## src/rtl/irq_controller.sv

```systemverilog
// irq_controller: synchronised, maskable, lowest-index-first interrupt front-end for cp0
module irq_controller #(
  parameter int N_SRC       = 8,
  parameter int SYNC_STAGES = 2,
  parameter int ID_W        = 3
) (
  input  logic             clk,
  input  logic             rst,
  input  logic [N_SRC-1:0] src_in,
  input  logic             cfg_we,
  input  logic [1:0]       cfg_addr,
  input  logic [31:0]      cfg_wdata,
  output logic [31:0]      cfg_rdata,
  output logic             ir_out,
  input  logic             eret,
  output logic [ID_W-1:0]  irq_id,
  output logic             busy
);
  typedef enum logic [1:0] {IDLE, DISPATCH, WAIT} state_t;
  state_t state;
  logic [SYNC_STAGES-1:0][N_SRC-1:0] sync;
  logic [N_SRC-1:0] s, s_d, mask, mode, pend, pend_nxt, req, clr;
  logic [ID_W-1:0] win;
  logic [31:0] rd_mux;
  logic unused_bits;
  assign unused_bits = ^cfg_wdata;
  assign s = sync[SYNC_STAGES-1];
  assign req = pend & mask;
  always_comb begin
    win = '0;
    for (int i = N_SRC - 1; i >= 0; i--)
      if (req[i]) win = ID_W'(i);
  end
  // Edge bits clear on W1C or at dispatch of the winner; a new edge in the same cycle wins.
  always_comb begin
    clr = (cfg_we && cfg_addr == 2'd2) ? cfg_wdata[N_SRC-1:0] : '0;
    if (state == DISPATCH) clr[irq_id] = 1'b1;
    pend_nxt = (mode & ((s & ~s_d) | (pend & ~clr))) | (~mode & s);
  end
  always_comb begin
    rd_mux = 32'(irq_id);
    rd_mux[31] = busy;
    rd_mux = cfg_addr == 2'd0 ? 32'(mask) :
             cfg_addr == 2'd1 ? 32'(mode) :
             cfg_addr == 2'd2 ? 32'(pend) : rd_mux;
  end
  always_ff @(posedge clk) begin
    if (rst) begin
      sync      <= '0;
      s_d       <= '0;
      mask      <= '0;
      mode      <= '0;
      pend      <= '0;
      cfg_rdata <= '0;
      ir_out    <= 1'b0;
      irq_id    <= '0;
      busy      <= 1'b0;
      state     <= IDLE;
    end else begin
      sync      <= {sync[SYNC_STAGES-2:0], src_in};
      s_d       <= s;
      pend      <= pend_nxt;
      cfg_rdata <= rd_mux;
      if (cfg_we && cfg_addr == 2'd0) mask <= cfg_wdata[N_SRC-1:0];
      if (cfg_we && cfg_addr == 2'd1) mode <= cfg_wdata[N_SRC-1:0];
      case (state)
        IDLE: if (req != '0) begin
          state  <= DISPATCH;
          irq_id <= win;
          busy   <= 1'b1;
          ir_out <= 1'b1;
        end
        DISPATCH: begin
          state  <= WAIT;
          ir_out <= 1'b0;
        end
        WAIT: if (eret) begin
          state <= IDLE;
          busy  <= 1'b0;
        end
        default: state <= IDLE;
      endcase
    end
  end
endmodule

```

## config.mk

```make
export PLATFORM = sky130hd
export DESIGN_NAME = irq_controller
export DESIGN_NICKNAME = d
export VERILOG_FILES = /design/src/rtl/irq_controller.sv
export SDC_FILE = /design/constraint.sdc
export NUM_CORES = 1
export LEC_CHECK = 0
export BUFFER_PORTS_ARGS = -buffer_cell sky130_fd_sc_hd__buf_2
export CORE_MARGIN = 2
export CORE_UTILIZATION = 30
export CTS_CLUSTER_DIAMETER = 60
export CTS_CLUSTER_SIZE = 30
export DETAILED_ROUTE_END_ITERATION = 10
export PLACE_DENSITY = 0.54
export SYNTH_ARGS = -nofsm -noshare
export SYNTH_HDL_FRONTEND = slang
export SYNTH_SLANG_ARGS = --single-unit
export TNS_END_PERCENT = 1
```

## constraint.sdc

```tcl
create_clock -name clk -period 3.5 [get_ports clk]
set_clock_uncertainty 0.1 [all_clocks]
set_input_delay 1.05 -clock clk [delete_from_list [all_inputs] [get_ports clk]]
set_output_delay 1.05 -clock clk [all_outputs]
set_load 0.02 [all_outputs]
```

==> reports/qor.yml, run 1 <==
run_status:
  status: "complete, no violations"
timing:
  tightest_slew_ns: 0.644
  final-hold-violation-count: 0
  setup_violations: 0
  period_needed_ns: 2.38
  max_freq_ghz: 0.420
  fin_tns_setup_ns: 0
  hold_ws_ns: 0.334
  slew_violations: 0
  fin_crit_sh_pct: 68.1
  relSlewSlack_pct: 56.9
  rsz0062_at_grt: "no"
hold_path:
  min_to: "s[5]"
  hold_depth: 1
  worstHoldPathType: "flip-flop to flip-flop"
  hold_path.startpoint: "sync[5]"
route:
  ant_nets: 0
  first_pass_iters: 4
  post_drt_wl_per_cell_um: 12.5
  via_per_inst: 4.30
  totalWireLength_mm: 5.25
  vias: 1801
  drt_iter0_drc: 61
  drc: 0
floorplan:
  boundaryPins: 83
  core_um2: 8640
  chipWidth_um: 98.1
  die_area_um2: 9620
  start_util_pct: 30.7
  rows: 34
  die_y_um: 98.1
placed_design:
  dp.cells: 403
  place_congestion: 0.860
  port_buffers: 35
  hpwl_mm: 3.61
  dpl_cell_area_um2: 2830
critical_path:
  ff2ff_path_depth: 4
  cp.required_ns: 3.62
  regToRegStartpoint: "pend[3]"
  cp.arrival_ns: 2.51
  worstSetupPathType: "primary input to flip-flop"
  startpoint_type: "primary input"
  cp-end-kind: "flip-flop"
  r2r_slack_ns: 2.02
  r2r_end: "irq_id[2]"
  crit_path_max_fanout: 12
clock_network:
  cts_htree_levels: 3
  cts_tree: "built"
  cts.path.max_buffers: 2
  cts_buffers: 9
  clock-root-buffer: "clkbuf_8"
  path_clk_slew_ns: 0.06
  postCtsSetupBuffers: 0
  cts_sinks: 64
  holdBufCountCts: 0
  cts_resized: 0
  clock_latency_ns: 0.33
layout:
  drive_gt1_share_pct: 21.2
  final_cell_area_um2: 3040
  syn_to_final_growth_pct: 14.7
  num-nets-final: 352
  antenna_cells: 0
  layout.cells.non_filler: 419
  final_util_pct: 35.3
yosys:
  synth-edff-count: 0
  syn_avg_cell_area_um2: 9.80
  syn_inst: 271
  synth_area_leaders: "dfxtp_1 (48%), mux2i_1 (7.9%), buf_4 (7.4%), nor2b_1 (6.8%), nor2_1 (4.4%)"
  synth_top_family_by_area: "simple AND/OR/NAND/NOR gates"
  yosys.area_share.simple_pct: 19.9
  ys.warnings.count: 0
  muxShareOfSynthArea_pct: 10.6
  yosys_register_bits: 64
  synthXorXnorAreaFrac_pct: 0
  synthAdderAreaFrac_pct: 0
  ys_seq_area_share_pct: 48.3
  synth-compound-area-share_pct: 11.4
  ys_types: 33
  synth_top_area_share_pct: 48.3
  netlist_area_um2: 2660
  yosys.area.top_type: "dfxtp_1"
  synth-main-ff-cell: "dfxtp_1"
  async_reset_ff_share_pct: 0
power_and_ir_drop:
  powerDensity_nw_per_um2: 508
  power_leakage_nw: 1.28
  vdd_ir_drop_max_v: 0.000142
grt:
  antenna_found_initial: 0
  grt_max_degree: 32
  grt_pass1_vias: 1703
  grt_pass1_wl_mm: 8.60
  grt_usage_pct: 11.6
  grt_overflow: 0
flow_run:
  drv_cap: 0
cells in the final DEF (no fill, tap or decap), types with 2 or more instances in the layout:
master | synthesis | layout
a211oi_2 | 8 | 8
a21oi_1 | 9 | 9
a22o_1 | 8 | 8
a22oi_1 | 4 | 4
a32oi_1 | 2 | 2
buf_2 | 6 | 35
buf_4 | 26 | 4
clkbuf_8 | 0 | 13
conb_1 | 1 | 23
dfxtp_1 | 64 | 64
inv_1 | 2 | 2
mux2i_1 | 21 | 21
mux4_2 | 2 | 2
nand2_1 | 27 | 27
nand2b_1 | 2 | 2
nand3_1 | 4 | 4
nand3b_1 | 2 | 2
nand4_1 | 2 | 2
nor2_1 | 31 | 31
nor2b_1 | 29 | 29
nor3_1 | 5 | 5
cell usage after synthesis (2+ instances only):
master,instances
clkbuf_1,4
mux2i_1,21
nand4_1,2
mux4_2,2
nor2_1,31
dfxtp_1,64
a211oi_2,8
nand2_1,27
nand3_1,4
a32oi_1,2
a22o_1,8
nor3_1,5
inv_1,2
nand2b_1,2
buf_4,26
nor2b_1,29
buf_2,6
a22oi_1,4
nand3b_1,2
a21oi_1,9
metrics by stage:
stage	worst slack, ns	power [mW]
after floorplan	1.43	0.881
after global placement	0.746	0.894
after detailed placement	0.731	0.895
after CTS	1.09	1.57
after global routing	1.01	1.62
final	1.12	1.55
worst max path at each step:
stage | from | end | slack, ns | cells after the start
after global routing | cfg_addr[1] | pend[7] | 1.01 | 5
after floorplan | cfg_addr[1] | cfg_rdata[2] | 1.43 | 3
after detailed placement | cfg_addr[1] | pend[6] | 0.73 | 5
final | cfg_addr[1] | pend[4] | 1.12 | 5
after CTS | cfg_addr[1] | pend[7] | 1.09 | 5
after global placement | cfg_addr[1] | pend[3] | 0.75 | 5
flip-flops by register name, indices dropped and copies added (netlist names):
name and flops:
cfg_rdata 9, busy 1, s_d 8, mode 8, mask 8, s 8, ir_out 1, pend 8
irq_id 3, state 2, sync 8
critical path, cell delays in order:
cell and delay [ns]:
buf_2 0.28, nor2b_4 0.28, and2_1 0.51, a211oi_2 0.14, a22o_1 0.25
kinds of logic (layout without fill, tap and decap cells):
family	after synthesis	after routing
and+or+nand+nor	107	107
DFF	64	64
buffers and inverters	39	57
AOI/OAI and AO/OA	36	36
muxes	24	24
other	1	23
power by group:
part	total (mW)	internal (mW)	switching (mW)
Clock	0.669	0.406	0.263
Combinational	0.112	0.0398	0.0722
Sequential	0.765	0.752	0.0136
Total	1.55	1.20	0.349
layout make-up:
type | count | area (um^2)
fillers | 910 | 5590
flip-flops and latches | 64 | 1280
multi-input cells | 190 | 1200
repair buffers | 39 | 205
clock buffers | 14 | 183
well taps | 108 | 135
clock inverters | 2 | 35.0
inverters | 2 | 7.51
metal layers:
metal | track usage [%] | vias up | share of wire, %
met4 | 3.74 | 0 | 1.5
met3 | 5.37 | 6 | 6.3
met1 | 14.8 | 794 | 48
met5 | 0 | - | 0
met2 | 17.3 | 53 | 44
li1 | - | 948 | -
(Power assumes the default switching activity.)
==> run 2: changes to the inputs <==
==> constraint.sdc (replaced) <==
create_clock -name clk -period 2.4 [get_ports clk]
set_clock_uncertainty 0.1 [all_clocks]
set_input_delay 0.72 -clock clk [delete_from_list [all_inputs] [get_ports clk]]
set_output_delay 0.72 -clock clk [all_outputs]
set_load 0.02 [all_outputs]
==> reports/qor.yml, run 2 (synthesis gave the netlist of run 1 again) <==
layout:
  syn_to_final_growth_pct: 13.4
  layout.cells.non_filler: 420
  top_register: "cfg_rdata"
  layout_commonest_cell: "dfxtp_1"
  final_util_pct: 34.9
  antenna_cells: 0
  fillers: 918
  largest_register_ffs: 9
  final_cell_mix: "dfxtp_1 (64), buf_2 (35), nor2_1 (31), nor2b_1 (29), nand2_1 (27)"
  num-nets-final: 356
  drive_gt1_share_pct: 21.2
route:
  first_pass_iters: 5
  totalWireLength_mm: 5.27
  post_drt_wl_per_cell_um: 12.5
  route.met3.wl_um: 339
  drt_iter0_drc: 67
  wl_met2_mm: 2.30
  vias: 1822
  drt-met1-wl_mm: 2.57
  via_per_inst: 4.34
  routed.top_layer: "met4"
  ant_nets: 0
  drc: 0
floorplan:
  die_area_um2: 9620
  boundaryPins: 83
  chipWidth_um: 98.1
  core_um2: 8640
  rows: 34
  die_y_um: 98.1
  start_util_pct: 30.7
critical_path:
  max_stage_delay_ns: 0.50
  r2r_end: "irq_id[2]"
  cp.arrival_ns: 1.06
  path_delay_family: "flip-flops"
  regToRegStartpoint: "pend[3]"
  cp.required_ns: 1.58
  cp-end-kind: "output pin"
  slowest_stage: "dfxtp_1"
  crit_buf_inv: 1
  crit_chain: "buf_2"
  r2r_slack_ns: 0.93
  startpoint_type: "flip-flop"
  ff2ff_path_depth: 4
  crit_path_max_fanout: 8
  worstSetupPathType: "flip-flop to output pin"
timing:
  setup_violations: 0
  final-hold-violation-count: 0
  relSlewSlack_pct: 61.2
  max_freq_ghz: 0.533
  fin_tns_setup_ns: 0
  slew_violations: 0
  rsz0062_at_grt: "no"
  fin_crit_sh_pct: 78.2
  period_needed_ns: 1.88
  tightest_slew_ns: 0.582
hold_path:
  hold_path.startpoint: "sync[0]"
  hold_depth: 1
  min_to: "s[0]"
  worstHoldPathType: "flip-flop to flip-flop"
power_and_ir_drop:
  vdd_ir_drop_max_v: 0.000214
  power_leakage_nw: 1.27
  powerDensity_nw_per_um2: 665
placed_design:
  port_buffers: 35
  dp.cells: 407
  hpwl_mm: 3.70
  place_congestion: 0.829
grt:
  grt_usage_pct: 11.5
  grt_pass1_vias: 1652
  grt_overflow: 0
  grt_max_degree: 29
  grt_pass1_wl_mm: 8.52
  antenna_found_initial: 0
run_status:
  status: "complete, no violations"
clock_network:
  postCtsSetupBuffers: 0
  cts_tree: "built"
  cts.path.max_buffers: 2
  clock_latency_ns: 0.33
  clock-root-buffer: "clkbuf_8"
  cts_buffers: 9
  cts_resized: 0
  path_clk_slew_ns: 0.06
  cts_htree_levels: 3
  cts_sinks: 64
  holdBufCountCts: 0
flow_run:
  drv_cap: 0
-- run 2: through the flow --
stage | power (mW) | cell area, um^2 | hold slack (ns) | setup WS [ns]
3_3_place_gp | 1.31 | 2870 | 0.321 | 0.389
2_1_floorplan | 1.29 | 2740 | 0.314 | 0.660
6_report | 2.00 | 3010 | 0.332 | 0.523
3_5_place_dp | 1.31 | 2870 | 0.320 | 0.361
4_1_cts | 2.04 | 3010 | 0.336 | 0.504
5_1_grt | 2.10 | 3010 | 0.352 | 0.462
-- run 2: area by class of cell --
cell class              count  area (um^2)  area share (%)
clock buffers              11          131            4.36
clock inverters             2         10.0           0.333
flip-flops and latches     64         1280            42.6
inverters                   2         7.51           0.249
repair buffers             43          248            8.23
well taps                 108          135            4.49
multi-input cells         190         1200            39.8
-- run 2: per-layer routing --
layer | up-vias | track usage (%)
met3 | 7 | 4.37
met5 | - | 0
met4 | 0 | 4.49
met1 | 809 | 15.6
met2 | 57 | 16.4
li1 | 949 | -
-- run 2: worst max-delay path by stage --
| stage | startpoint | to | slack, ns | cells after the start |
|---|---|---|---|---|
| after floorplan | cfg_addr[1] | cfg_rdata[2] | 0.66 | 3 |
| after global placement | cfg_addr[1] | cfg_rdata[0] | 0.39 | 4 |
| after detailed placement | cfg_addr[1] | cfg_rdata[0] | 0.36 | 4 |
| after CTS | irq_id[0] | irq_id[0] | 0.50 | 1 |
| after global routing | irq_id[0] | irq_id[0] | 0.46 | 1 |
| final | irq_id[0] | irq_id[0] | 0.52 | 1 |
-- run 2: where the power goes --
part / internal (mW) / switching [mW]
clock network: 0.354 / 0.361
registers: 1.10 / 0.0199
logic: 0.0633 / 0.108
==> run 3: changes to the inputs <==
--- a/config.mk
+++ b/config.mk
@@ -11,7 +11,7 @@
 export CTS_CLUSTER_DIAMETER = 60
 export CTS_CLUSTER_SIZE = 30
 export DETAILED_ROUTE_END_ITERATION = 10
-export PLACE_DENSITY = 0.54
+export PLACE_DENSITY = 0.56
 export SYNTH_ARGS = -nofsm -noshare
 export SYNTH_HDL_FRONTEND = slang
 export SYNTH_SLANG_ARGS = --single-unit
==> constraint.sdc (replaced) <==
create_clock -name clk -period 1.5 [get_ports clk]
set_clock_uncertainty 0.1 [all_clocks]
set_input_delay 0.45 -clock clk [delete_from_list [all_inputs] [get_ports clk]]
set_output_delay 0.45 -clock clk [all_outputs]
set_load 0.02 [all_outputs]
==> reports/qor.yml, run 3 (synthesis gave the netlist of run 1 again) <==
layout:
  largest_register_ffs: 9
  final_util_pct: 37.3
  top_register: "cfg_rdata"
  final_cell_area_um2: 3220
  layout_commonest_cell: "dfxtp_1"
  layout.cells.non_filler: 437
  drive_gt1_share_pct: 26.7
  antenna_cells: 0
  num-nets-final: 370
  final_cell_mix: "dfxtp_1 (61), buf_2 (33), nor2_1 (31), nor2b_1 (29), nand2_1 (27)"
  syn_to_final_growth_pct: 21.4
timing:
  final-hold-violation-count: 0
  period_needed_ns: 1.45
  hold_ws_ns: 0.212
  rsz0062_at_grt: "yes"
  max_freq_ghz: 0.692
  slew_violations: 0
  setup_violations: 0
  fin_crit_sh_pct: 96.4
hold_path:
  hold_depth: 2
  worstHoldPathType: "primary input to flip-flop"
critical_path:
  startpoint_type: "flip-flop"
  cp.arrival_ns: 0.90
  crit_path_max_fanout: 8
  max_stage_delay_ns: 0.40
  slowest_stage: "dfxtp_4"
  ff2ff_path_depth: 4
  crit_buf_inv: 1
  path_delay_family: "flip-flops"
  crit_chain: "buf_4"
  cp-end-kind: "output pin"
  cp.required_ns: 0.95
  worstSetupPathType: "flip-flop to output pin"
  crit_cells: 1
flow_run:
  drv_cap: 0
placed_design:
  port_buffers: 35
  place_congestion: 0.765
  dp.cells: 421
  hpwl_mm: 4.02
  dpl_cell_area_um2: 3000
clock_network:
  postCtsSetupBuffers: 0
  cts.path.max_buffers: 2
  clock-root-buffer: "clkbuf_8"
  cts_htree_levels: 3
  holdBufCountCts: 0
  cts_tree: "built"
  cts_buffers: 9
  path_clk_slew_ns: 0.07
  cts_sinks: 64
  clock_latency_ns: 0.35
grt:
  grt_max_degree: 20
  antenna_found_initial: 0
  grt_pass1_vias: 1882
  grt_pass1_wl_mm: 9.25
  grt_overflow: 0
  grt_usage_pct: 12.4
route:
  vias: 1934
  via_per_inst: 4.43
  totalWireLength_mm: 5.70
  drt_iter0_drc: 95
  ant_nets: 0
  post_drt_wl_per_cell_um: 13.1
  drc: 0
  first_pass_iters: 4
power_and_ir_drop:
  power_leakage_nw: 1.38
  vdd_ir_drop_max_v: 0.000531
  p_int_mw: 2.73
  total_power_mw: 3.57
  p_seq_share_pct: 49.9
  switching_share_pct: 23.6
  combPwrFrac_pct: 8.6
  pwr-share-clk_pct: 41.5
  powerDensity_nw_per_um2: 1110
  switching_power_mw: 0.843
floorplan:
  die_area_um2: 9620
  die_y_um: 98.1
  start_util_pct: 30.7
  chipWidth_um: 98.1
  core_um2: 8640
  boundaryPins: 83
  rows: 34
run_status:
  status: "complete, no violations"
## run 3: cell types whose count changed in the layout (fill, tap and decap cells not counted), sizes merged
cell	delta
bufinv	+1
clkbuf	+2
buf	+14
## run 3: final cells by class
class	count	area [um^2]
flip-flops and latches	64	1290
repair buffers	57	383
clock buffers	13	159
inverters	2	7.51
clock inverters	3	40.0
multi-input cells	190	1210
well taps	108	135
fillers	877	5410
## run 3: power by group through the flow
stage	clock, mW	sequential [mW]	combinational, mW
finish	1.48	1.78	0.307
global route	1.59	1.79	0.336
CTS	1.52	1.78	0.309
detailed placement	0	1.82	0.308
global placement	0	1.82	0.304
floorplan	0	1.82	0.233
## run 3: per-stage QoR
| step | worst slack (ns) | setup TNS, ns |
|---|---|---|
| 2_1_floorplan | 0.0297 | 0 |
| 3_3_place_gp | -0.135 | -1.20 |
| 3_5_place_dp | -0.150 | -1.50 |
| 4_1_cts | 0.00642 | 0 |
| 5_1_grt | -0.0236 | -0.0236 |
| 6_report | 0.0540 | 0 |
## run 3: routing by layer
layer / vias to the layer above / track usage (%) / share of wire (%)
met1: 884 / 15.2 / 44
li1: 988 / - / -
met3: 7 / 5.94 / 7.1
met2: 55 / 19.4 / 48
met5: - / 0 / 0
met4: 0 / 3.95 / 0.81
## run 3: final timing paths
kind,from,endpoint,slack [ns]
worst max-delay path,irq_id[1],irq_id[1],0.05
worst min-delay path,src_in[1],sync[1],0.21
worst max register to register,state[0],irq_id[2],0.10
worst min register to register,sync[6],s[6],0.33
## run 3: timing repair
item                       4_1_cts  5_1_grt
resized for setup                5        5
hold endpoints to repair         0        0
pin swaps                        0        1
setup endpoints to repair        3        7
